==> src/rtl/markov_table_arbiter_pkg.sv <==
// Shared definitions for the Markov transition-table arbiter.
// Holds the arbiter state encoding, default table widths and requester indices.
package markov_pkg;

    localparam int unsigned TBL_ADDR_W = 10;
    localparam int unsigned TBL_DATA_W = 16;

    localparam int unsigned REQ_MERGE  = 0;
    localparam int unsigned REQ_SAMPLE = 1;
    localparam int unsigned REQ_HOST   = 2;

    typedef enum logic [0:0] {
        ARB_IDLE = 1'b0,
        ARB_OWN  = 1'b1
    } arb_state_t;

    // Index width for a requester count, never below one bit
    function automatic int unsigned idx_width(input int unsigned n);
        return (n > 1) ? $clog2(n) : 1;
    endfunction

endpackage

==> src/rtl/markov_table_arbiter_if.sv <==
// Requester command bus plus memory port of the transition-table arbiter.
// slave: the arbiter; master: requesters and the table RAM around it.
interface markov_arb_if
    import markov_pkg::*;
#(
    parameter int unsigned NUM_REQ = 3,
    parameter int unsigned ADDR_W  = TBL_ADDR_W,
    parameter int unsigned DATA_W  = TBL_DATA_W
);

    logic [NUM_REQ-1:0]        req;
    logic [NUM_REQ-1:0]        lock;
    logic [NUM_REQ*ADDR_W-1:0] req_addr;
    logic [NUM_REQ-1:0]        req_we;
    logic [NUM_REQ*DATA_W-1:0] req_wdata;
    logic [NUM_REQ-1:0]        gnt;
    logic [NUM_REQ-1:0]        rvalid;
    logic [DATA_W-1:0]         rdata;
    logic                      mem_en;
    logic                      mem_we;
    logic [ADDR_W-1:0]         mem_addr;
    logic [DATA_W-1:0]         mem_wdata;
    logic [DATA_W-1:0]         mem_rdata;

    modport slave (
        input  req, lock, req_addr, req_we, req_wdata, mem_rdata,
        output gnt, rvalid, rdata, mem_en, mem_we, mem_addr, mem_wdata
    );

    modport master (
        output req, lock, req_addr, req_we, req_wdata, mem_rdata,
        input  gnt, rvalid, rdata, mem_en, mem_we, mem_addr, mem_wdata
    );

endinterface

==> src/rtl/markov_table_arbiter_rr_pick.sv <==
// Combinational round-robin winner select; search starts one past rr_ptr.
// With prio_en, the merge engine wins outright whenever it requests.
module markov_rr_pick
    import markov_pkg::*;
#(
    parameter int unsigned NUM_REQ = 3,
    parameter int unsigned IDX_W   = idx_width(NUM_REQ)
) (
    input  logic [NUM_REQ-1:0] req,
    input  logic [IDX_W-1:0]   rr_ptr,
    input  logic               prio_en,
    output logic [NUM_REQ-1:0] winner,
    output logic               valid
);

    // First requester found after rr_ptr, wrapping modulo NUM_REQ
    always_comb begin
        int unsigned idx;
        winner = '0;
        valid  = 1'b0;
        idx    = 0;
        if (prio_en && req[IDX_W'(REQ_MERGE)]) begin
            winner[IDX_W'(REQ_MERGE)] = 1'b1;
            valid                     = 1'b1;
        end else begin
            for (int unsigned k = 1; k <= NUM_REQ; k++) begin
                idx = (32'(rr_ptr) + k) % NUM_REQ;
                if (!valid && req[IDX_W'(idx)]) begin
                    winner[IDX_W'(idx)] = 1'b1;
                    valid               = 1'b1;
                end
            end
        end
    end

endmodule

==> src/rtl/markov_table_arbiter.sv <==
// Single-port arbiter for the Markov transition-count RAM.
// Grants one requester at a time for a locked burst of up to MAX_BURST
// accesses, muxes its command onto the RAM port and steers read data back.
// Build option: define MARKOV_ARB_PRIORITY_EN to give the merge engine
// (requester 0) strict priority at each grant decision.
module markov_table_arbiter
    import markov_pkg::*;
#(
    parameter int unsigned NUM_REQ   = 3,
    parameter int unsigned ADDR_W    = TBL_ADDR_W,
    parameter int unsigned DATA_W    = TBL_DATA_W,
    parameter int unsigned MAX_BURST = 8
) (
    input  logic         clk,
    input  logic         reset,
    markov_arb_if.slave  bus
);

    localparam int unsigned IDX_W = idx_width(NUM_REQ);
    localparam int unsigned CNT_W = $clog2(MAX_BURST + 1);
    localparam logic [CNT_W-1:0] LAST_BEAT = CNT_W'(MAX_BURST - 1);

`ifdef MARKOV_ARB_PRIORITY_EN
    localparam logic PRIO_EN = 1'b1;
`else
    localparam logic PRIO_EN = 1'b0;
`endif

    arb_state_t         state;
    logic [IDX_W-1:0]   owner;
    logic [IDX_W-1:0]   rr_ptr;
    logic [CNT_W-1:0]   burst_cnt;
    logic [NUM_REQ-1:0] gnt_q;
    logic [NUM_REQ-1:0] rvalid_q;

    logic [NUM_REQ-1:0] pick_oh;
    logic               pick_valid;
    logic [IDX_W-1:0]   pick_idx;

    logic               own_req;
    logic               own_lock;
    logic               own_we;
    logic [ADDR_W-1:0]  own_addr;
    logic [DATA_W-1:0]  own_wdata;
    logic               release_c;

    markov_rr_pick #(
        .NUM_REQ (NUM_REQ),
        .IDX_W   (IDX_W)
    ) u_pick (
        .req     (bus.req),
        .rr_ptr  (rr_ptr),
        .prio_en (PRIO_EN),
        .winner  (pick_oh),
        .valid   (pick_valid)
    );

    // One-hot winner to index for the owner register
    always_comb begin
        pick_idx = '0;
        for (int i = 0; i < NUM_REQ; i++) begin
            if (pick_oh[i]) pick_idx = IDX_W'(i);
        end
    end

    // Owner's command slices; everything reads zero outside OWN
    always_comb begin
        own_req   = 1'b0;
        own_lock  = 1'b0;
        own_we    = 1'b0;
        own_addr  = '0;
        own_wdata = '0;
        for (int i = 0; i < NUM_REQ; i++) begin
            if (state == ARB_OWN && owner == IDX_W'(i)) begin
                own_req   = bus.req[i];
                own_lock  = bus.lock[i];
                own_we    = bus.req_we[i];
                own_addr  = bus.req_addr[i*ADDR_W +: ADDR_W];
                own_wdata = bus.req_wdata[i*DATA_W +: DATA_W];
            end
        end
        release_c = (state == ARB_OWN) &&
                    (!own_req || !own_lock || (burst_cnt == LAST_BEAT));
    end

    // Owner's command goes straight to the RAM in the same cycle
    assign bus.mem_en    = own_req;
    assign bus.mem_we    = own_we;
    assign bus.mem_addr  = own_addr;
    assign bus.mem_wdata = own_wdata;
    assign bus.gnt       = gnt_q;
    assign bus.rvalid    = rvalid_q;
    // RAM output is already aligned with rvalid; zero it when not qualified
    assign bus.rdata     = (|rvalid_q) ? bus.mem_rdata : '0;

    // Grant FSM: pick in IDLE, count accesses in OWN, release to IDLE
    always_ff @(posedge clk or negedge reset) begin
        if (!reset) begin
            state     <= ARB_IDLE;
            owner     <= '0;
            rr_ptr    <= IDX_W'(NUM_REQ - 1);
            burst_cnt <= '0;
            gnt_q     <= '0;
        end else begin
            case (state)
                ARB_IDLE: begin
                    if (pick_valid) begin
                        state     <= ARB_OWN;
                        owner     <= pick_idx;
                        gnt_q     <= pick_oh;
                        burst_cnt <= '0;
                    end else begin
                        gnt_q <= '0;
                    end
                end
                ARB_OWN: begin
                    if (own_req) burst_cnt <= burst_cnt + CNT_W'(1);
                    if (release_c) begin
                        state  <= ARB_IDLE;
                        gnt_q  <= '0;
                        rr_ptr <= owner;
                    end
                end
                default: state <= ARB_IDLE;
            endcase
        end
    end

    // Read return flag: one cycle after a read access, to the issuing owner
    always_ff @(posedge clk or negedge reset) begin
        if (!reset) begin
            rvalid_q <= '0;
        end else begin
            rvalid_q <= (own_req && !own_we) ? gnt_q : '0;
        end
    end

endmodule

==> src/flat_wrapper.sv <==
// flat-port wrapper written by rule: the top's interface ports become plain ports
module markov_table_arbiter_flat import markov_pkg::*;
#(
    parameter int unsigned NUM_REQ   = 3,
    parameter int unsigned ADDR_W    = TBL_ADDR_W,
    parameter int unsigned DATA_W    = TBL_DATA_W,
    parameter int unsigned MAX_BURST = 8
)
  (clk, reset, bus_req, bus_lock, bus_req_addr, bus_req_we, bus_req_wdata, bus_mem_rdata, bus_gnt, bus_rvalid, bus_rdata, bus_mem_en, bus_mem_we, bus_mem_addr, bus_mem_wdata);
  markov_arb_if #(.NUM_REQ(NUM_REQ), .ADDR_W(ADDR_W), .DATA_W(DATA_W)) bus_i ();
  input  logic clk;
  input  logic reset;
  input wire logic [$bits(bus_i.req)-1:0] bus_req;
  input wire logic [$bits(bus_i.lock)-1:0] bus_lock;
  input wire logic [$bits(bus_i.req_addr)-1:0] bus_req_addr;
  input wire logic [$bits(bus_i.req_we)-1:0] bus_req_we;
  input wire logic [$bits(bus_i.req_wdata)-1:0] bus_req_wdata;
  input wire logic [$bits(bus_i.mem_rdata)-1:0] bus_mem_rdata;
  output wire logic [$bits(bus_i.gnt)-1:0] bus_gnt;
  output wire logic [$bits(bus_i.rvalid)-1:0] bus_rvalid;
  output wire logic [$bits(bus_i.rdata)-1:0] bus_rdata;
  output wire logic [$bits(bus_i.mem_en)-1:0] bus_mem_en;
  output wire logic [$bits(bus_i.mem_we)-1:0] bus_mem_we;
  output wire logic [$bits(bus_i.mem_addr)-1:0] bus_mem_addr;
  output wire logic [$bits(bus_i.mem_wdata)-1:0] bus_mem_wdata;
  assign bus_i.req = bus_req;
  assign bus_i.lock = bus_lock;
  assign bus_i.req_addr = bus_req_addr;
  assign bus_i.req_we = bus_req_we;
  assign bus_i.req_wdata = bus_req_wdata;
  assign bus_i.mem_rdata = bus_mem_rdata;
  assign bus_gnt = bus_i.gnt;
  assign bus_rvalid = bus_i.rvalid;
  assign bus_rdata = bus_i.rdata;
  assign bus_mem_en = bus_i.mem_en;
  assign bus_mem_we = bus_i.mem_we;
  assign bus_mem_addr = bus_i.mem_addr;
  assign bus_mem_wdata = bus_i.mem_wdata;
  markov_table_arbiter #(.NUM_REQ(NUM_REQ), .ADDR_W(ADDR_W), .DATA_W(DATA_W), .MAX_BURST(MAX_BURST)) u_core (.clk(clk), .reset(reset), .bus(bus_i));
endmodule
==> config.mk <==
export PLATFORM = sky130hd
export DESIGN_NAME = markov_table_arbiter_flat
export DESIGN_NICKNAME = d
export VERILOG_FILES = /design/src/rtl/markov_table_arbiter_pkg.sv /design/src/rtl/markov_table_arbiter_if.sv /design/src/rtl/markov_table_arbiter_rr_pick.sv /design/src/rtl/markov_table_arbiter.sv /design/src/flat_wrapper.sv
export SDC_FILE = /design/constraint.sdc
export NUM_CORES = 1
export LEC_CHECK = 0
export ABC_AREA = 1
export CORE_MARGIN = 4
export CORE_UTILIZATION = 32
export CTS_BUF_LIST = sky130_fd_sc_hd__clkbuf_2
export CTS_CLUSTER_DIAMETER = 30
export CTS_CLUSTER_SIZE = 14
export DETAILED_ROUTE_END_ITERATION = 10
export PLACE_DENSITY = 0.83
export SYNTH_ARGS = -nofsm -noshare
export SYNTH_HDL_FRONTEND = slang
export SYNTH_SLANG_ARGS = --single-unit
==> constraint.sdc <==
create_clock -name clk -period 2.3 [get_ports clk]
set_clock_uncertainty 0.05 [all_clocks]
set_input_delay 0.345 -clock clk [delete_from_list [all_inputs] [get_ports clk]]
set_output_delay 0.345 -clock clk [all_outputs]
set_load 0.02 [all_outputs]
======== Word-level counts from Yosys, hierarchy flattened ========
Index checks and enable logic that the tools add are counted.
word-level totals
  memories kept ........................... 0
  bits in read-only memories .............. 0
  flip-flop bits (word level) ............. 15
  input bits .............................. 105
  word-level logic and storage cells ...... 96
  output and inout bits ................... 50
  bits in latches ......................... 0
  RAM bits ................................ 0
cells by class
  shifts and indexed selects .............. 0
  reduce and logical (&&, ||, !) cells .... 22
  $add $sub $neg .......................... 4
  eq/ne operators ......................... 6
  multiplexer cells ....................... 46
  $mul .................................... 0
  bitwise logic cells ..................... 3
  div/mod/pow operators ................... 3
  $lt $le $gt $ge ......................... 6
operators with widths
  cell                                                               number
  modulo 32 x 2 -> 32 bit, second input constant                     3
  2-to-1 mux 16 bit                                                  4
  2-to-1 mux 10 bit                                                  3
  2-to-1 mux 1 bit                                                   21
  2-to-1 mux 3 bit                                                   6
  logical AND 1 bit                                                  10
  less-than comparator 2 x 3 -> 1 bit, second input constant         3
  2-to-1 mux 4 bit                                                   2
  case mux 4 bit (2 select lines)                                    1
  adder 2 x 2 -> 3 bit, second input constant                        2
  binary-select mux 1 bit (select 2 bit)                             3
  demux 1 bit (select 2 bit)                                         3
  greater-or-equal comparator 2 x 1 -> 1 bit, second input constant  3
  bitwise OR 3 bit                                                   2
  case mux 3 bit (2 select lines)                                    1
  AND reduction 2 bit                                                3
  logical NOT 1 bit                                                  5
  adder 4 x 1 -> 4 bit, second input constant                        1
  equality test 4 x 3 -> 1 bit, second input constant                1
  inequality test 2 bit, second input constant                       2
  adder 2 x 1 -> 3 bit, second input constant                        1
  OR reduction 3 bit                                                 1
  equality test 2 x 1 -> 1 bit, second input constant                1
  equality test 2 bit, second input constant                         1
  6 further kinds                                                    7

======== Depth between registers and ports, before layout ========
Gate-level depths: netlist (run 1).
  word-level depth ........................ 13
  mapped depth ............................ 13
  gate-level depth less buffers ........... 13

======== Modules after synthesis ========
A second synthesis (run 1) with hierarchy kept.
unflattened totals
  cells, all modules ...................... 293
  area total of the unflattened synthesis .. 1755.4 um^2
by module, submodules not included
  module                cells each  instances  area an instance (um^2)
  markov_table_arbiter  238         1          1458.9
  markov_rr_pick        55          1          296.5

======== Worst setup path after synthesis (run 1) ========
OpenSTA, ideal clock, no wires.
  path kind ............................... reg2out
  from .................................... reg u_core.rvalid_q[1], in the netlist u_core.bus.rvalid[1]
  to ...................................... out bus_rdata[10]
  path buffers ............................ 1
  arrival ................................. 1.408 ns
  stages on the path, launching flop included .. 4
  data required time ...................... 1.905 ns
  path slack .............................. 0.497 ns
  path through ............................ dfrtp_1 -> nor3_1 -> clkbuf_1 -> nor2_1
on the way
  cells in the longest elaborated chain, start to end .. 2
RTL lines
  what                    line                         text
  from (decl)             markov_table_arbiter.sv:34   logic [NUM_REQ-1:0] rvalid_q;
  from (signal assigned)  markov_table_arbiter.sv:134  rvalid_q <= (own_req && !own_we) ? gnt_q : '0;
  OR reduction 3 bit      markov_table_arbiter.sv:94   assign bus.rdata = (|rvalid_q) ? bus.mem_rdata : '0;
  2-to-1 mux 16 bit       markov_table_arbiter.sv:94
  to (decl)               flat_wrapper.sv:21           output wire logic [$bits(bus_i.rdata)-1:0] bus_rdata;
No other way between the ends.

======== Final worst setup path (run 1) ========
  from .................................... reg u_core.owner[0]
  to ...................................... out bus_mem_en
on the way
  cells in the longest elaborated chain, start to end .. 5
RTL lines
  what                            line                         text
  from (decl)                     markov_table_arbiter.sv:30   logic [IDX_W-1:0] owner;
  from (signal assigned)          markov_table_arbiter.sv:109  owner <= pick_idx;
  logical NOT 2 bit               markov_table_arbiter.sv:74   if (state == ARB_OWN && owner == IDX_W'(i)) begin
  logical AND 1 bit               markov_table_arbiter.sv:74
  2-to-1 mux 1 bit (2 in series)  markov_table_arbiter.sv:74
  2-to-1 mux 1 bit *              markov_table_arbiter.sv:74
  to (decl)                       flat_wrapper.sv:22           output wire logic [$bits(bus_i.mem_en)-1:0] bus_mem_en;
Every way passes the cells marked *; elsewhere a longest branch is shown, timed or not.

==> impl_metrics.toml, run 1 <==
[floorplanning]
core-area_mm2 = 0.00511
fp-row-count = 26
initial_core_util_pct = 33.0
io_pins = 155
die_h_um = 80.6
dieArea_mm2 = 0.00650
fp.dieW_um = 80.6

[finish]
diodes = 0
final_cells = 508
nNetsFinal = 549
layout-drive-gt1-share_pct = 5.94
nFillCells = 467
syn2layout_area_growth_pct = 98.4

[timing]
timing.final.crit_share_pct = 94.0
worst_pin_slew_ns = 0.651
rsz0062_at_grt = "no"
final_hold_viol_count = 0
maxSlewHeadroom_pct = 56.4
fmax_ghz = 0.463
report.final.slew_viol_count = 0
period_minus_slack_ns = 2.16
tns_ns = 0
setup_viol = 0

[placed_design]
dp_hpwl_um = 5730
dp_cells = 504
place.gp.congestion = 0.864
io_buffers = 154

[power]
p_leak_uw = 0.00173
p_per_area_mw_per_mm2 = 863
peakVddDrop_v = 0.000395

[setup_path]
cp_max_fo = 7
r2r_cells = 11
cp_data_arrival_time_ns = 1.77
crit_required_ns = 1.90
critical_path.endpoint_type = "output pin"
start_kind = "register"
reg2reg_slack_ns = 0.29
path_class = "register to output pin"

[clock_network]
cts_tree = "built"
clkSinkCount = 15
cts.clk_slew.worst_paths_ns = 0.15
cts.root.buffer_cell = "clkbuf_2"
cts.htree.levels = 1
clock_latency_ns = 0.28
clk_path_buf_depth = 2
numCtsBuffers = 3
postCtsSetupRepairBufs = 0

[logic_synthesis]
syn_area_mm2 = 0.00169
yosys_warnings = 0
synth_area_per_cell_um2 = 6.01
synth_seq_cells = 15
yosysUniqueCellTypes = 27
synthTopCellsByArea = "dfrtp_1 21%, inv_1 20%, o221ai_1 13%, nand2_1 12%, nor2_1 5.6%"
synthCells = 281
synth_top_cell_area_share_pct = 20.8
ys_seq_area_share_pct = 22.3
yosysTopAreaCell = "dfrtp_1"
syn_nets = 391

[routing]
routed_wl_um = 6530
drcViolationCount = 0
post_drt_via_cell_ratio = 4.59
detail-route-antenna-nets = 0
first_iter_violations = 86
wire_per_inst_um = 12.9
num_vias = 2330
first_pass_iters = 4

[global_route]
grt_antenna_before_repair = 0
grt_overflow = 0
grt_max_degree = 28
grt_pass1_wl_um = 10200
grt.total_usage_pct = 19.6
grt_pass1_vias = 2399

[flow_run]
max-cap-violations = 0

[run_status]
outcome = "finished, final reports clean"

[hold_path]
worstHoldPathType = "input pin to async pin"
## critical path, cell delays in order (launching register included)
cell,delay (ns)
dfrtp_1,0.46
inv_2,0.10
nand2_2,0.08
nor2_4,0.13
buf_4,0.17
nand2_1,0.09
o211ai_4,0.09
dlygate4sd2_1,0.36
## metrics by stage
step                instance area, µm²  utilization, %  setup WS (ns)  hold slack (ns)  total power, µW
floorplan                         1690               -          0.497        -0.000591             1830
global placement                  3360            65.8          0.101            0.445             2920
detailed placement                3360            65.8         0.0783            0.455             2950
global route                      3350            65.6         0.0128            0.440             3160
CTS                               3350            65.5          0.114            0.416             2910
finish                            3350            65.6          0.139            0.389             2890
## registers in the layout (all words and copies together), names as in the netlist
name and count:
u_core.rr_ptr 2, u_core.owner 2, u_core.burst_cnt 4, u_core.bus.gnt 3, u_core.bus.rvalid 3, u_core.state 1
## cells in the mapped netlist
master	number
o21bai_1	1
ha_1	5
dfstp_2	1
nor2_4	1
buf_1	1
o221ai_1	26
nand2_1	56
inv_1	92
a21oi_1	3
xnor2_1	1
nor2_1	25
inv_2	3
nand3_1	16
nor3_1	2
o21ai_1	5
o22ai_1	2
o211ai_4	1
xor2_1	1
nand4_1	4
nand2_2	4
a21oi_2	1
clkbuf_1	6
buf_4	1
o21ai_0	6
nand3_4	1
nand3_2	2
dfrtp_1	14
## path summary, 6_finish.rpt
path                                                 startpoint                               to
worst max register to register     u_core.rr_ptr[0]$_DFFE_PN0P_    u_core.bus.gnt[0]$_DFFE_PN0P_
max in group asynchronous                                 reset           u_core.state$_DFF_PN0_
worst min-delay path                                      reset    u_core.bus.gnt[1]$_DFFE_PN0P_
worst min register to register  u_core.burst_cnt[0]$_DFFE_PN0P_  u_core.burst_cnt[0]$_DFFE_PN0P_
min in group clk                u_core.burst_cnt[0]$_DFFE_PN0P_  u_core.burst_cnt[0]$_DFFE_PN0P_
worst max-delay path                u_core.owner[0]$_DFFE_PN0P_                       bus_mem_en
## cells in the final DEF (no fill, tap or decap)
cell type and count:
buf_12 2, clkdlybuf4s50_1 126, clkdlybuf4s15_1 1, a21oi_2 1, dfstp_2 1, nand2_2 4
inv_1 92, buf_4 5, o22ai_1 2, clkbuf_2 4, o21bai_1 1, a21oi_1 3
nand3_4 1, o21ai_0 6, nand4_1 4, o221ai_1 26, nor3_1 2, o211ai_4 1
xnor2_1 1, nand3_1 16, o21ai_1 5, nor2_1 25, xor2_1 1, ha_1 5
dlygate4sd2_1 27, nor2_4 1, inv_2 3, nand3_2 2, dfrtp_1 13, nand2_1 56
dfrtp_2 1
## metal layers
| layer | vias up | wire length, µm | part of all wire, % | track usage [%] |
|---|---|---|---|---|
| met5 | - | 0 | 0 | 0 |
| met4 | 0 | 105 | 1.6 | 4.39 |
| met3 | 12 | 890 | 14 | 9.19 |
| met2 | 119 | 3260 | 50 | 36.5 |
| met1 | 1014 | 2280 | 35 | 19.6 |
| li1 | 1185 | - | - | - |
## cell families after synthesis
kind of cell / Yosys count / share of synthesized area (%)
compound gates: 45 / 20.6
xor+xnor: 2 / 1.04
fa+ha+maj: 5 / 3.71
simple gates: 111 / 29.2
buf+inv: 103 / 23.1
flops: 15 / 22.3
## cell type report
cell class                      instances  area (µm²)  area share (%)
Clock buffer                            4        20.0           0.598
Inverter                               95         357            10.7
Multi-Input combinational cell        163         921            27.5
Sequential cell                        15         378            11.3
Tap cell                               70        87.6            2.62
Timing Repair Buffer                  161        1590            47.3
## power by group
| part | internal [µW] | switching (µW) |
|---|---|---|
| Sequential | 349 | 76.6 |
| Clock | 46.1 | 83.6 |
| Combinational | 956 | 1380 |
## what timing repair did
item,in CTS,in global routing
setup endpoints to repair,28,1
pin swaps,0,0
hold buffers,0,0
gates cloned,0,0
resized for setup,29,1
Power figures use the tool's default switching activity.
==> inputs of run 2 (changes only) <==
MAX_ROUTING_LAYER = met4   (was unset)
==> run 2 against run 1 <==
Combinational power barely moved. Sequential share of layout area did not move. Wire length rose by 0.20%. Cell count did not move. Cell area did not move. Worst setup slack barely moved. Critical endpoint unchanged. First-iteration DRC count rose by 41%.
==> impl_metrics.toml, run 2 (synthesis results as in run 1) <==
[clock_network]
cts.htree.levels = 1
numCtsBuffers = 3
cts.clk_slew.worst_paths_ns = 0.15
cts_resized = 29
clkSinkCount = 15
postCtsSetupRepairBufs = 0
clock_latency_ns = 0.28
clk_path_buf_depth = 2
cts_tree = "built"
cts.hold.buffers_added = 0
cts.root.buffer_cell = "clkbuf_2"

[setup_path]
slowest_stage = "dfrtp_1"
r2r_cells = 11
path_delay_family = "buffers and inverters"
start_kind = "register"
path_class = "register to output pin"
cp.depth = 7
cp_data_arrival_time_ns = 1.77
critical_path.endpoint_type = "output pin"
cp_max_fo = 7
rr_endpoint = "u_core.bus.gnt[0]$_DFFE_PN0P_"
path_cells = "inv_2, nand2_2, nor2_4, buf_4, nand2_1, o211ai_4, dlygate4sd2_1"
reg2reg_slack_ns = 0.27
r2r-start = "u_core.rr_ptr[0]$_DFFE_PN0P_"
crit_start = "u_core.owner[0]$_DFFE_PN0P_"
cp-endpoint = "bus_mem_en"
crit_required_ns = 1.90
critPathMaxStageDelay_ns = 0.46
crit_buf_inv = 3

[finish]
mostFrequentLayoutCells = "126 x clkdlybuf4s50_1, 92 x inv_1, 56 x nand2_1, 27 x dlygate4sd2_1, 26 x o221ai_1"
final_util_pct = 65.6
diodes = 0
largest_register_ffs = 4
stdcell_area_mm2 = 0.00335
multiInputGateArea_um2 = 921
final_cells = 508
syn2layout_area_growth_pct = 98.4
layout_commonest_cell = "clkdlybuf4s50_1"
nFillCells = 467
top_register = "u_core.burst_cnt"
regArea_um2 = 378
layout-drive-gt1-share_pct = 5.94
nNetsFinal = 549

[routing]
post_drt_via_cell_ratio = 4.66
detail-route-antenna-nets = 0
num_vias = 2365
first_iter_violations = 121
wire_per_inst_um = 12.9
routed_wl_um = 6550
first_pass_iters = 4
drcViolationCount = 0

[timing]
worst_pin_slew_ns = 0.653
timing.final.crit_share_pct = 94.0
maxSlewHeadroom_pct = 56.3
rsz0062_at_grt = "no"
report.final.slew_viol_count = 0
setup_ws_ns = 0.138
period_minus_slack_ns = 2.16
tns_ns = 0
setup_viol = 0
final_hold_viol_count = 0
fmax_ghz = 0.463

[floorplanning]
dieArea_mm2 = 0.00650
fp.dieW_um = 80.6
fp-row-count = 26
io_pins = 155
core-area_mm2 = 0.00511
initial_core_util_pct = 33.0
die_h_um = 80.6

[global_route]
grt.total_usage_pct = 20.2
grt_overflow = 0
grt_pass1_wl_um = 10200
grt_max_degree = 28
grt_antenna_before_repair = 0
grt_pass1_vias = 2403

[power]
p_leak_uw = 0.00173
peakVddDrop_v = 0.000395
p_per_area_mw_per_mm2 = 864

[placed_design]
io_buffers = 154
preCtsSetupSlack_ns = 0.0783
dpl-instance-area_mm2 = 0.00336
place.gp.congestion = 0.878
dp_cells = 504
dp_hpwl_um = 5730

[run_status]
outcome = "finished, final reports clean"

[flow_run]
max-cap-violations = 0

[hold_path]
worstHoldPathType = "input pin to async pin"
==> run 2: cell counts in the layout (fill, tap and decap cells not counted) <==
No cell type changed its count.
==> run 2: layer usage <==
metal / vias up / share of wire, % / global-route usage [%]
met3: 14 / 11 / 6.73
met5: - / 0 / -
met4: 0 / 1.9 / 4.22
met1: 1041 / 37 / 21.6
met2: 125 / 50 / 36.4
li1: 1185 / - / -
==> run 2: area by class of cell <==
cell class	instances	area share, %
well taps	70	2.62
flip-flops and latches	15	11.3
inverters	95	10.7
clock buffers	4	0.598
repair buffers	161	47.3
multi-input cells	163	27.5
==> run 2: how the worst min path moves through the flow <==
| stage | start | to | slack, ns | cells past startpoint |
|---|---|---|---|---|
| floorplan | reset | u_core.burst_cnt[0]$_DFFE_PN0P_ | -0.0006 | 0 |
| global placement | u_core.burst_cnt[0]$_DFFE_PN0P_ | u_core.burst_cnt[0]$_DFFE_PN0P_ | 0.44 | 1 |
| detailed placement | u_core.burst_cnt[0]$_DFFE_PN0P_ | u_core.burst_cnt[0]$_DFFE_PN0P_ | 0.45 | 1 |
| CTS | reset | u_core.bus.gnt[1]$_DFFE_PN0P_ | 0.42 | 1 |
| global route | reset | u_core.rr_ptr[0]$_DFFE_PN0P_ | 0.44 | 1 |
| finish | reset | u_core.bus.gnt[1]$_DFFE_PN0P_ | 0.39 | 1 |
==> run 2: through the flow <==
stage / hold WS [ns] / total power, µW
after floorplan: -0.000591 / 1830
after global placement: 0.445 / 2920
after detailed placement: 0.455 / 2950
after CTS: 0.416 / 2910
after global routing: 0.440 / 3160
final: 0.390 / 2890
==> run 2: power breakdown <==
part / internal, µW / switching (µW)
combinational: 957 / 1380
sequential: 349 / 76.9
clock: 46.1 / 83.6
==> RTL change 1, RTL diff (flow settings as in run 2) <==
Set the package constant `TBL_DATA_W` to 12 (it was 16).
--- a/src/rtl/markov_table_arbiter_pkg.sv
+++ b/src/rtl/markov_table_arbiter_pkg.sv
@@ -3,7 +3,7 @@
 package markov_pkg;
 
     localparam int unsigned TBL_ADDR_W = 10;
-    localparam int unsigned TBL_DATA_W = 16;
+    localparam int unsigned TBL_DATA_W = 12;
 
     localparam int unsigned REQ_MERGE  = 0;
     localparam int unsigned REQ_SAMPLE = 1;
Interface: changed (resized bus_mem_rdata, bus_mem_wdata, bus_rdata and bus_req_wdata); port bits go from 155 to 131. The function was not compared with the original's and may differ.
==> RTL change 1 against run 2 <==
  * Synthesized area is 7.6% lower
  * Count of clock-buffer cells in the layout stayed put
  * Sequential cell count stayed put
  * Combinational power is 12% lower
  * Cell count is 10% lower
  * Final area is 11% lower
  * Wire length is 14% lower
  * Power is 9.2% lower
  * Global-route usage is 1.8 points lower
  * Non-clock buffer count is 25 lower
  * Sequential power is 1% lower
  * Setup slack worse by 29 ps
  * Highest routed layer unchanged
==> RTL change 1: results (changes against run 2) <==
Measured slew at the worst slew-check pin -> 656 ps (+2.42 ps)
Top fanout value on the critical path -> 24 (+17)
GP Congestion -> 0.901 (+2.6%)
Distinct cells, synth -> 25 (-7.4%)
Main flop type after synthesis -> dfrtp_1
Share of cells above drive strength 1 -> 0.0617 (+0.00234)
Syn_nets -> 350 (-10%)
RR Endpoint -> u_core.bus.gnt[0]
Outcome -> finished, final reports clean
Cells after DPL -> 452 (-10%)
Max incr delay on CP -> 420 ps (-40 ps)
Seq/Total Area, Yosys -> 0.241 (+0.0183)
GR Util met3 -> 0.0580 (-0.00926)
Critical Path Source -> u_core.owner[1]
Largest net degree at the start of global routing -> 25 (-11%)
Post-place setup slack -> 77.2 ps (-1.08 ps)
Number of vias per cell -> 4.63 (-0.47%)
Leak -> 1.53 nW (-11%)
Worst Path Arrival -> 1800 ps (+30 ps)
Post-synthesis cell count -> 256 (-8.9%)
Met2 routed wirelength -> 2740 um (-16%)
Post-synth top cells -> inv_1, nand2_1, o221ai_1
All-Layer GR Usage -> 0.184 (-0.0179)
Cell Area, Placed -> 2980 um^2 (-11%)
Worst path slowest cell -> dfrtp_1
HPWL Detailed -> 4800 um (-16%)
First DRT Iteration DRCs -> 90 (-26%)
Top post-synthesis cells by area -> dfrtp_1, inv_1, o221ai_1
CP Capture Point -> bus_mem_wdata[1]
Layout Nets -> 484 (-12%)
Period utilisation layout -> 0.952 (+0.0125)
M2 GR Usage -> 0.330 (-0.0346)
Drt total wl -> 5620 um (-14%)
Storage element area -> 377 um^2 (-0.33%)
Final Non-Filler Cells -> 456 (-10%)
Initial DRT Pass Iterations -> 6 (+2)
WL met1 -> 2200 um (-9.7%)
Fill cell count -> 442 (-5.4%)
Fin Hold WS -> 367 ps (-22.3 ps)
Buffers on Ports -> 130 (-16%)
Peak VDD IR -> 426 uV (+8.0%)
WL met3 -> 567 um (-23%)
Vias in the first global route -> 2054 (-15%)
Clk_lat worst skew -> 300 ps (+20 ps)
First-pass GRT wire length -> 8810 um (-14%)
Met1 Track Usage GR -> 0.192 (-0.0241)
R2R setup slack -> 230 ps (-40 ps)
[RTL change 1: kinds of logic (layout without fill, tap and decap cells)]
group | count (synthesis) | count (layout) | share of synthesized area
buffers and inverters | 90 | 223 | 0.217
xor gates and xnor gates | 2 | 2 | 0.0112
AOI/OAI and AO/OA | 41 | 41 | 0.200
and+or+nand+nor | 103 | 103 | 0.290
DFF | 15 | 15 | 0.241
adders and majority gates | 5 | 5 | 0.0401
[RTL change 1: what timing repair did]
item                       CTS  global route
setup endpoints to repair   24             1
gates resized for setup     24             1
buffers inserted             0             0
[RTL change 1: where the power goes]
part           internal, mW  total [mW]  switching (mW)
logic                 0.848        2.07            1.22
clock network        0.0461       0.134          0.0883
registers             0.347       0.420          0.0736
total                  1.24        2.63            1.38
[RTL change 1: layout make-up]
class	instances	share of cell area
flip-flops and latches	15	0.127
repair buffers	136	0.448
inverters	83	0.105
clock buffers	4	0.00675
multi-input cells	151	0.285
well taps	67	0.0282
==> RTL change 2, RTL diff (flow settings as in run 2) <==
Made on the original files. Reset style: synchronous (`reset`), changed in 2 clocked blocks.
--- a/src/rtl/markov_table_arbiter.sv
+++ b/src/rtl/markov_table_arbiter.sv
@@ -94,7 +94,7 @@
     assign bus.rdata     = (|rvalid_q) ? bus.mem_rdata : '0;
 
     // Grant FSM: pick in IDLE, count accesses in OWN, release to IDLE
-    always_ff @(posedge clk or negedge reset) begin
+    always_ff @(posedge clk) begin
         if (!reset) begin
             state     <= ARB_IDLE;
             owner     <= '0;
@@ -127,7 +127,7 @@
     end
 
     // Read return flag: one cycle after a read access, to the issuing owner
-    always_ff @(posedge clk or negedge reset) begin
+    always_ff @(posedge clk) begin
         if (!reset) begin
             rvalid_q <= '0;
         end else begin
Check against the original RTL: differs if reset is asserted again (counterexample within 4 cycles, from zero or initial values and one cycle with reset low); with reset held inactive, the same outputs for 4 cycles.
==> RTL change 2 against run 2 <==
  * Fmax shrank 2.4%
  * Power shrank 8.9%
  * Count of clock-buffer cells in the layout is the same
  * Wire length grew 5.7%
  * Final area shrank 4.2%
  * First-iteration DRC count shrank 11%
  * Largest power group unchanged
  * Sequential cell count is the same
  * Synthesized area shrank 8.3%
  * Sequential share of layout area shrank 1.9 points
  * Highest routed layer unchanged
  * Hold slack gained 26 ps
  * Register-to-register slack gained 100 ps
  * Setup slack lost 54 ps
  * Sequential power shrank 6.4%
==> RTL change 2: results (changes against run 2) <==
Wire length per cell -> 13.8 um (+6.7%)
Main flop type after synthesis -> dfxtp_1
Worst r2r path cells -> 10 (-1)
Switching part of the total -> 0.526 (-0.00712)
Layout Nets -> 560 (+2.0%)
WL met1 -> 2790 um (+15%)
Largest reg by FF count -> u_core.burst_cnt
Post-synthesis cell count -> 290 (+3.2%)
Clk power -> 0.128 mW
Syn_nets -> 400 (+2.3%)
Seq/Total Area, Yosys -> 0.194 (-0.0291)
Top fanout value on the critical path -> 29 (+22)
Cells after DPL -> 499 (-0.99%)
Adder-cell share of the synthesized area -> 0.0404 (+0.00336)
Buffers on Ports -> 154 (unchanged)
Post-place setup slack -> 95.5 ps (+17.2 ps)
Number of vias per cell -> 4.77 (+2.5%)
Leak -> 1.57 nW (-9.0%)
Met2 routed wirelength -> 3570 um (+9.7%)
First DRT Iteration DRCs -> 108 (-11%)
Largest net degree at the start of global routing -> 30 (+7.1%)
CP Capture Point -> bus_mem_we
Peak VDD IR -> 642 uV (+63%)
Synth Area in Compound Gates -> 0.0614 (-0.145)
Post-synth top cells -> nand2_1, nand3_1, inv_1
Flop pwr share -> 0.151 (+0.004)
Period utilisation layout -> 0.963 (+0.0233)
Critical R2R Launch -> u_core.rr_ptr[0]
Outcome -> finished, final reports clean
HPWL Detailed -> 5830 um (+1.7%)
RR Endpoint -> u_core.owner[1]
Critical Path Source -> u_core.owner[0]
CTS root buffer -> clkbuf_2
Max incr delay on CP -> 390 ps (-70 ps)
DR vias -> 2400 (+1.5%)
WL met3 -> 412 um (-44%)
GP Congestion -> 0.892 (+1.6%)
All-Layer GR Usage -> 0.225 (+0.0223)
Measured slew at the worst slew-check pin -> 253 ps (-400 ps)
Worst hold path type -> flip-flop to flip-flop
R2R setup slack -> 370 ps (+100 ps)
Worst path slowest cell -> dfxtp_1
Worst Path Arrival -> 1820 ps (+50 ps)
Resize count post-CTS -> 30 (+3.4%)
Fill cell count -> 399 (-15%)
RTL change 2: cell types whose count changed after synthesis, moves of 14 or more:
cell / before / now
dfxtp_1: 0 / 15
nand3_1: 16 / 46
o221ai_1: 26 / 0
dfrtp_1: 14 / 0
nand2_1: 56 / 113
inv_1: 92 / 37
RTL change 2: layout make-up:
class / count / area share
repair buffers: 165 / 0.505
multi-input cells: 224 / 0.326
flip-flops and latches: 15 / 0.0940
inverters: 41 / 0.0480
well taps: 54 / 0.0211
clock buffers: 4 / 0.00624
RTL change 2: per-layer routing:
metal | global-route usage | vias up
li1 | - | 1228
met2 | 0.408 | 97
met3 | 0.0313 | 17
met1 | 0.261 | 1058
met5 | - | -
met4 | 0.0498 | 0
RTL change 2: metrics by stage:
stage,power [mW],area [um^2],hold slack (ps)
3_3_place_gp,2.63,3220,401
5_1_grt,2.85,3210,450
2_1_floorplan,1.65,1550,379
4_1_cts,2.64,3210,421
6_report,2.64,3210,416
3_5_place_dp,2.67,3220,403
